**config.mk**
```make
export PLATFORM = sky130hd
export DESIGN_NAME = geofence_seq_ctrl
export DESIGN_NICKNAME = d
export VERILOG_FILES = /design/src/rtl/geofence_seq_ctrl.sv
export SDC_FILE = /design/constraint.sdc
export NUM_CORES = 1
export LEC_CHECK = 0
export ABC_AREA = 1
export CORE_ASPECT_RATIO = 0.9
export CORE_MARGIN = 2
export CORE_UTILIZATION = 40
export DETAILED_ROUTE_END_ITERATION = 12
export PLACE_DENSITY = 0.69
export SYNTH_ARGS = -nofsm -noshare
export SYNTH_HDL_FRONTEND = slang
export SYNTH_SLANG_ARGS = --single-unit
```
**constraint.sdc**
```tcl
create_clock -name clk -period 1.8 [get_ports clk]
set_input_delay 0.27 -clock clk [delete_from_list [all_inputs] [get_ports clk]]
set_output_delay 0.27 -clock clk [all_outputs]
set_load 0.02 [all_outputs]
```
**src/rtl/geofence_seq_ctrl.sv**
```systemverilog
// Phase sequencer for the geofence datapath: READ..COMP one-hot commands with a
// one-cycle counter-reset GAP between phases. Optional watchdog: GEOFENCE_CTRL_WDT_EN.
module geofence_seq_ctrl #(
    parameter int CMD_FLAG_W = 8,
    parameter int INT_FLAG_W = 8,
    parameter int WDT_LIMIT  = 64
) (
    input  logic                  clk,
    input  logic                  reset,
    input  logic                  enable,
    input  logic [INT_FLAG_W-1:0] int_flags,
    input  logic                  task_done,
    output logic [CMD_FLAG_W-1:0] cmd_flags,
    output logic                  cnt_rst,
    output logic                  busy,
    output logic [3:0]            phase,
    output logic                  wdt_err
);

    typedef enum logic [3:0] {
        S_IDLE     = 4'd0,
        S_GAP      = 4'd1,
        S_READ     = 4'd2,
        S_VECT     = 4'd3,
        S_CROS     = 4'd4,
        S_SORT     = 4'd5,
        S_EDGE     = 4'd6,
        S_AREA     = 4'd7,
        S_SUM_AREA = 4'd8,
        S_COMP     = 4'd9
    } state_t;

    state_t                  state_q, state_d;
    state_t                  nxt_q, nxt_d;
    logic [CMD_FLAG_W-1:0]   cmd_d;
    logic [2:0]              cur_idx;
    logic                    in_phase;
    logic                    cur_flag;

    // Phase states map onto flag bits 0..7 by subtracting the READ encoding.
    assign cur_idx  = 3'(state_q - 4'd2);
    assign in_phase = (state_q >= S_READ);
    assign cur_flag = int_flags[cur_idx];
    assign phase    = state_q;

`ifdef GEOFENCE_CTRL_WDT_EN
    logic [6:0] wdt_cnt;
    logic       wdt_expire;
    logic       abort_d;
    logic       wdt_err_q;

    assign wdt_expire = in_phase && (wdt_cnt == 7'(WDT_LIMIT - 1));
    assign wdt_err    = wdt_err_q;

    always_ff @(posedge clk or posedge reset) begin
        if (reset) begin
            wdt_cnt   <= '0;
            wdt_err_q <= 1'b0;
        end else begin
            wdt_cnt   <= (in_phase && state_d == state_q) ? wdt_cnt + 7'd1 : '0;
            wdt_err_q <= abort_d;
        end
    end
`else
    logic wdt_unused;
    assign wdt_unused = (WDT_LIMIT == 0);
    assign wdt_err    = 1'b0;
`endif

    always_comb begin
        state_d = state_q;
        nxt_d   = nxt_q;
        cmd_d   = '0;
`ifdef GEOFENCE_CTRL_WDT_EN
        abort_d = 1'b0;
`endif
        case (state_q)
            S_IDLE: begin
                if (enable) begin
                    nxt_d   = S_READ;
                    state_d = S_GAP;
                end
            end
            S_GAP: state_d = nxt_q;
            S_READ, S_VECT, S_CROS, S_SORT, S_EDGE, S_AREA, S_SUM_AREA: begin
                if (cur_flag) begin
                    nxt_d   = state_t'(state_q + 4'd1);
                    state_d = S_GAP;
                end
`ifdef GEOFENCE_CTRL_WDT_EN
                else if (wdt_expire) begin
                    nxt_d   = S_IDLE;
                    state_d = S_GAP;
                    abort_d = 1'b1;
                end
`endif
            end
            S_COMP: begin
                if (task_done || cur_flag) begin
                    nxt_d   = enable ? S_READ : S_IDLE;
                    state_d = S_GAP;
                end
`ifdef GEOFENCE_CTRL_WDT_EN
                else if (wdt_expire) begin
                    nxt_d   = S_IDLE;
                    state_d = S_GAP;
                    abort_d = 1'b1;
                end
`endif
            end
            default: state_d = S_IDLE;
        endcase
        // Outputs are registered from the next state so they align with it.
        if (state_d >= S_READ)
            cmd_d[3'(state_d - 4'd2)] = 1'b1;
    end

    always_ff @(posedge clk or posedge reset) begin
        if (reset) begin
            state_q   <= S_IDLE;
            nxt_q     <= S_READ;
            cmd_flags <= '0;
            cnt_rst   <= 1'b0;
            busy      <= 1'b0;
        end else begin
            state_q   <= state_d;
            nxt_q     <= nxt_d;
            cmd_flags <= cmd_d;
            cnt_rst   <= (state_d == S_GAP);
            busy      <= (state_d != S_IDLE);
        end
    end

endmodule

```
==> results.md, run 1 <==
- Iteration-0 DRC Markers: 51
- Final wirelength: 2820 µm
- Post-synth EDFFs: 0
- Synth Warn #: 0
- Die footprint: 3190 µm²
- Met1 Wirelength: 1180 µm
- Share of flip-flops with an asynchronous set or reset: 1.00
- Slew Limit Fails: 0
- Largest net degree at the start of global routing: 19
- R2R depth: 12
- Crit path max fanout: 6
- Vias/cell: 4.83
- Max IR drop VDD: about 0.71 mV
- Clk slew on worst S/H paths: about 0.10 ns
- Mapped Area: 1100 µm²
- Status: finished with violations
- Synth Flop Type: dfrtp_1
- Clk_skew: 0.00433 ns
- Core box area: 2680 µm²
- Worst r2r dst: busy$_DFF_PP0_
- Ant. Diodes: 0
- Leak: 0.846 nW
- Reg-to-reg slack, setup: -0.05 ns
- Mapped Nets: between 150 and 200
- RD Place Congestion: 0.869
- IO Count: 27
- Fin util: 0.612
- PortBufs: 25
- Layout area overhead: 48.9%
- Unrepaired setup endpoints after global routing: yes
- CTS tree: built
- First-pass GRT wire length: 4150 µm
- Share of cells above drive strength 1: 0.283
- Max Clock Freq: 539 MHz
- Final setup fails: 2
- FF+latch count, synth: 18
- Max cap viols: 0
- Antenna-violating nets left: 0
- Library cells used by synthesis: 26
- PD cells: 1480 nW/µm²
- Max clock buf depth: 2
- Gr usage total: 0.174
- Initial antenna violation count: 0
- # rows: 18
- Placement Setup Slack: -0.0148 ns
- CP arrival: 2.04 ns
- Avg WL per Cell: 12.8 µm
- Synth top area share: 0.386
- Final hold viol count: 0
- DR top layer: met4
- Setup ws final: -0.0549 ns
- Final HPWL DP: between 2000 and 2500 µm
- Failing checks: setup timing
- CTS buffer count: 3
- Setup CP Type: reg -> reg
- Crit. End Element: flop
- DR DRC count: 0
- Die width: 59.3 µm
- RR Startpoint: phase[1]$_DFF_PP0_
- Most common library cells after synthesis: nand2_1, inv_1, nand3_1, nor2_1, dfrtp_1
- Die Y: 53.8 µm
- Initial Utilization: 0.411
- Synth Instances: ~150
- Nets@finish: 209
- Num Clock Sinks: 18
- Met2 wire length: around 1500 µm
- Startpoint Class: flop
- Root Buffer: clkbuf_4
- Clock Latency Late Sink: 0.29 ns
- Hold crit path type: in -> async
- Vias: approximately 1.1k
- DR pass1 iterations: 4
- Sequential share of the synthesized area: 0.410
- Most common cell in the synthesized netlist: nand2_1
- DR WL met3: 141 µm
- Tmin final: 1.85 ns
- Grt total ovfl: 0
- Vias in the first global route: roughly 960
- Area contributors post-synth: dfrtp_1, nand2_1, nand3_1
- Req. time, crit path: between 1.5 and 2 ns
- Crit share post-route: 1.03
- Most area-hungry cell type in the Yosys netlist: dfrtp_1
- H-tree Lvls: 1
- Syn Area/Cell: ~7.4 µm²
-- timing repair --
action,4_1_cts,5_1_grt
cloned,0,0
buffers inserted,1,4
pin swaps,3,19
gates resized for setup,6,22
hold buffers,0,0
setup endpoints to repair,7,14
-- cell families after synthesis --
family          synth area share
compound gates            0.0318
buf+inv                    0.109
other cells              0.00341
flops                      0.410
fa+ha+maj                 0.0568
simple gates               0.381
xor+xnor                 0.00796
-- layer usage --
layer	vias to the layer above	track usage
met2	28	0.291
met1	498	0.224
met4	0	0.0492
met5	-	0
met3	2	0.0409
li1	539	-
-- per-stage QoR --
step / total power, W / setup TNS, ns / cell area, µm² / hold slack [ns] / cells
floorplan: 0.00146 / 0 / 1100 / 0.208 / 148
global placement: 0.00186 / 0 / 1460 / 0.458 / 212
detailed placement: 0.00191 / -0.0336 / 1460 / 0.464 / 212
CTS: 0.00220 / 0 / 1510 / 0.279 / 217
global route: 0.00261 / -1.31 / 1640 / 0.311 / 221
finish: 0.00243 / -0.0573 / 1640 / 0.276 / 221
-- registers in the layout, summed over array words and instances, names as in the netlist --
register,cells
phase,4
nxt_q,4
cnt_rst,1
cmd_flags,8
busy,1
-- worst max-delay path, cell delays in order (launching register included) --
cell	delay, ns
dfrtp_2	0.45
buf_6	0.14
ha_4	0.17
nor2_4	0.09
nand3_1	0.09
nand2_2	0.09
nand3_4	0.13
nand2_2	0.11
nor2_1	0.05
nor2_1	0.14
nand2_1	0.11
nor2_1	0.13
nand2_1	0.06
-- placed cells by master (no fill, tap or decap), drive strengths merged, types with 3 or more instances in the layout --
master	instances
nand2	46
nand3	19
ha	5
o21ai	3
clkdlybuf4s50	24
clkbuf	4
inv	25
dfrtp	17
nor2	21
buf	16
-- worst max path at each step --
stage | start | cells past startpoint | to | slack [ns]
2_1_floorplan | phase[0]$_DFF_PP0_ | 11 | nxt_q[0]$_DFFE_PP0P_ | 0.04
3_5_place_dp | phase[0]$_DFF_PP0_ | 9 | nxt_q[3]$_DFFE_PP0P_ | -0.01
6_report | phase[1]$_DFF_PP0_ | 12 | busy$_DFF_PP0_ | -0.05
3_3_place_gp | phase[0]$_DFF_PP0_ | 9 | nxt_q[3]$_DFFE_PP0P_ | 0.04
4_1_cts | phase[0]$_DFF_PP0_ | 12 | nxt_q[3]$_DFFE_PP0P_ | 0.005
5_1_grt | phase[1]$_DFF_PP0_ | 10 | cmd_flags[3]$_DFF_PP0_ | -0.13
-- final cells by class --
| class | instances | area [µm²] |
|---|---|---|
| multi-input combinational | 103 | 633 |
| clock buffer | 4 | 36.3 |
| tap | 30 | 37.5 |
| timing repair buffer | 41 | 377 |
| sequential | 18 | 454 |
| inverter | 25 | 101 |
| fill | 223 | 1040 |
-- power breakdown --
part	internal, W	switching [W]	leakage [nW]	total, W
sequential	0.000513	0.0000860	0.237	0.000599
combinational	0.000662	0.000927	0.588	0.00159
clock	0.000123	0.000121	0.0210	0.000244
(Power assumes the default switching activity.)
==> run 2: changes to the inputs <==
--- a/config.mk
+++ b/config.mk
@@ -8,9 +8,10 @@
 export ABC_AREA = 1
 export CORE_ASPECT_RATIO = 0.9
 export CORE_MARGIN = 2
-export CORE_UTILIZATION = 40
+export CORE_UTILIZATION = 43
 export DETAILED_ROUTE_END_ITERATION = 12
-export PLACE_DENSITY = 0.69
+export PLACE_DENSITY = 0.74
+export SLEW_MARGIN = 25
 export SYNTH_ARGS = -nofsm -noshare
 export SYNTH_HDL_FRONTEND = slang
 export SYNTH_SLANG_ARGS = --single-unit
==> run 2 against run 1 <==
Net effect: the run still ends with setup timing left; critical endpoint is now cmd_flags[1]$_DFF_PP0_; critical path depth decreased by 3; flip-flop and latch count unchanged; total power is 4.0% lower; global-route usage rose by 1.4 points; largest cell class unchanged; largest power group unchanged; worst hold slack got worse by 0.0067 ns; non-clock buffer count shrank 4; die area shrank 6.5%.
==> results.md, run 2 (synthesis results as in run 1) <==
- Status: finished with violations (unchanged)
- Failing checks: setup timing (unchanged)
- Clock Latency Late Sink: 0.30 ns (was 0.29 ns)
- Initial antenna violation count: 0 (unchanged)
- Hold_buf cts: 0 (unchanged)
- Setup ws final: -0.0199 ns (was -0.0549 ns)
- Cell-internal power: 0.00122 W (was 0.00130 W)
- Final instance area: 1580 µm² (was 1640 µm²)
- Sw Ratio: 0.479 (was 0.466)
- Tmin final: 1.82 ns (was 1.85 ns)
- Slew Limit Fails: 0 (unchanged)
- PortBufs: 25 (unchanged)
- Leak: 0.834 nW (was 0.846 nW)
- Num Clock Sinks: 18 (unchanged)
- Hold crit path type: in -> async (unchanged)
- Crit-path max cell delay: 0.51 ns (was 0.45 ns)
- Die width: 57.3 µm (was 59.3 µm)
- Iteration-0 DRC Markers: 25 (was 51)
- Share of cells above drive strength 1: 0.251 (was 0.283)
- Unrepaired setup endpoints after global routing: yes (unchanged)
- Crit path buffers/inverters: 3 (was 1)
- Gr usage total: 0.188 (was 0.174)
- Worst path top cell family by delay: simple AND/OR/NAND/NOR gates (unchanged)
- Combinational power share: 0.630 (was 0.654)
- Placed Cells: 210 (was 212)
- Clk slew on worst S/H paths: 0.10 ns (about the same)
- Final HPWL DP: 1980 µm (was 2030 µm)
- CTS tree: built (unchanged)
- Vias in the first global route: 1009 (was 957)
- Setup CP Type: reg -> reg (unchanged)
- Die Y: 52.0 µm (was 53.8 µm)
- Avg WL per Cell: 13.0 µm (was 12.8 µm)
- Crit path max fanout: 7 (was 6)
- Max Clock Freq: 549 MHz (was 539 MHz)
- Vias/cell: 4.93 (was 4.83)
- Crit. End Element: flop (unchanged)
- Vias: 1061 (was 1067)
- Critical-path top delay cell: dfrtp_2 (unchanged)
- Final hold viol count: 0 (unchanged)
- Clock Power Share: 0.107 (was 0.100)
- Max cap viols: 0 (unchanged)
- Core box area: 2450 µm² (was 2680 µm²)
- H-tree Lvls: 1 (unchanged)
- DR pass1 iterations: 4 (unchanged)
- Max reg flops: 8 (unchanged)
- CTS buffer count: 3 (unchanged)
- Startpoint Class: flop (unchanged)
- Largest net degree at the start of global routing: 19 (unchanged)
- Ant. Diodes: 0 (unchanged)
- Final setup fails: 2 (unchanged)
- DR DRC count: 0 (unchanged)
- PD cells: 1480 nW/µm² (about the same)
- Antenna-violating nets left: 0 (unchanged)
- Crit share post-route: 1.01 (was 1.03)
- Largest register by flop count: cmd_flags (unchanged)
- Root Buffer: clkbuf_4 (unchanged)
- Max IR drop VDD: 1.02 mV (was 0.712 mV)
- Final wirelength: 2790 µm (was 2820 µm)
- Grt total ovfl: 0 (unchanged)
- Initial Utilization: 0.450 (was 0.411)
- Clk_skew: 0.00826 ns (was 0.00433 ns)
- Most used cell, CP: inv_2 (was nor2_1)
- Post-route insts no fill: 215 (was 221)
- Leading cell type in the layout, fill and taps excluded: nand2_1 (unchanged)
- Die footprint: 2980 µm² (was 3190 µm²)
- First-pass GRT wire length: 4220 µm (was 4150 µm)
- # rows: 17 (was 18)
- CP arrival: 2.05 ns (was 2.04 ns)
- Req. time, crit path: 2.03 ns (was 1.99 ns)
- Sequential power share: 0.263 (was 0.246)
- Layout area overhead: 43.8% (was 48.9%)
- IO Count: 27 (unchanged)
- Highest-count cells in the layout ignoring fill and taps: nand2_1, clkdlybuf4s50_1, inv_1, nor2_1, dfrtp_1 (was nand2_1, clkdlybuf4s50_1, inv_1)
- Nets@finish: 205 (was 209)
- RD Place Congestion: 0.942 (was 0.869)
- Switching pwr: 0.00112 W (was 0.00113 W)
- Post-Place Cell Area: 1450 µm² (was 1460 µm²)
- Max clock buf depth: 2 (unchanged)
- Crit-path cells: inv_2, ha_1, inv_2, buf_4, nor3_4, nand4_1, nand3b_2, nand2_1, nor2_1 (was buf_6, ha_4, nor2_4, nand3_1, nand2_2, nand3_4, nand2_2, nor2_1, nor2_1, nand2_1, nor2_1, nand2_1)
## run 2: changes by cell type in the layout (fill, tap and decap cells not counted), sizes merged
cell / before / now
dlymetal6s2s: 0 / 1
buf: 16 / 12
clkdlybuf4s50: 24 / 23
## run 2: layer usage
layer / part of all wire / routed length (µm) / GRT usage / vias up
met4: 0.018 / 51 / 0.0581 / 0
met1: 0.44 / 1240 / 0.236 / 487
met5: 0 / 0 / 0 / -
met3: 0.048 / 135 / 0.0547 / 8
met2: 0.49 / 1370 / 0.313 / 34
li1: - / - / - / 532
## run 2: timing repair
item | CTS | global route
gates resized for setup | 4 | 18
hold endpoints to repair | 0 | 0
pin swaps | 0 | 6
setup buffers | 0 | 1
endpoints found under the setup margin | 6 | 14
## run 2: worst paths after layout
| check | slack [ns] | depth (start not counted) | startpoint | endpoint |
|---|---|---|---|---|
| max in group asynchronous | 1.28 | 3 | reset | nxt_q[1]$_DFFE_PP1P_ |
| setup reg to reg | -0.02 | 9 | phase[1]$_DFF_PP0_ | cmd_flags[1]$_DFF_PP0_ |
| min in group clk | 0.47 | 2 | nxt_q[1]$_DFFE_PP1P_ | nxt_q[1]$_DFFE_PP1P_ |
| hold / removal | 0.27 | 3 | reset | nxt_q[0]$_DFFE_PP0P_ |
| setup / recovery | -0.02 | 9 | phase[1]$_DFF_PP0_ | cmd_flags[1]$_DFF_PP0_ |
| hold reg to reg | 0.47 | 2 | nxt_q[1]$_DFFE_PP1P_ | nxt_q[1]$_DFFE_PP1P_ |
## run 2: layout make-up
class                      count  area [µm²]
clock buffer                   4        36.3
fill                         208         863
inverter                      25         101
multi-input combinational    103         614
sequential                    18         454
tap                           28        35.0
timing repair buffer          37         342
## run 2: worst min-delay path, cell delays in order
cell             delay (ns)
clkdlybuf4s50_1        0.40
inv_1                  0.05
buf_4                  0.23
## run 2: stage by stage
step	total power [W]	setup WS, ns	setup TNS (ns)	utilization	hold WS [ns]
final	0.00233	-0.0199	-0.0301	0.647	0.269
after CTS	0.00217	0.00493	0	0.612	0.276
after detailed placement	0.00190	-0.0138	-0.0359	0.594	0.464
after floorplan	0.00146	0.0350	0	-	0.208
after global routing	0.00250	-0.110	-1.29	0.647	0.282
after global placement	0.00185	0.0346	0	0.594	0.457
## run 2: power by group through the flow
stage          sequential [W]  combinational, W  clock (W)
3_5_place_dp         0.000600           0.00130          0
2_1_floorplan        0.000652          0.000807          0
3_3_place_gp         0.000599           0.00125          0
4_1_cts              0.000593           0.00132   0.000257
6_report             0.000614           0.00147   0.000251
5_1_grt              0.000622           0.00159   0.000281
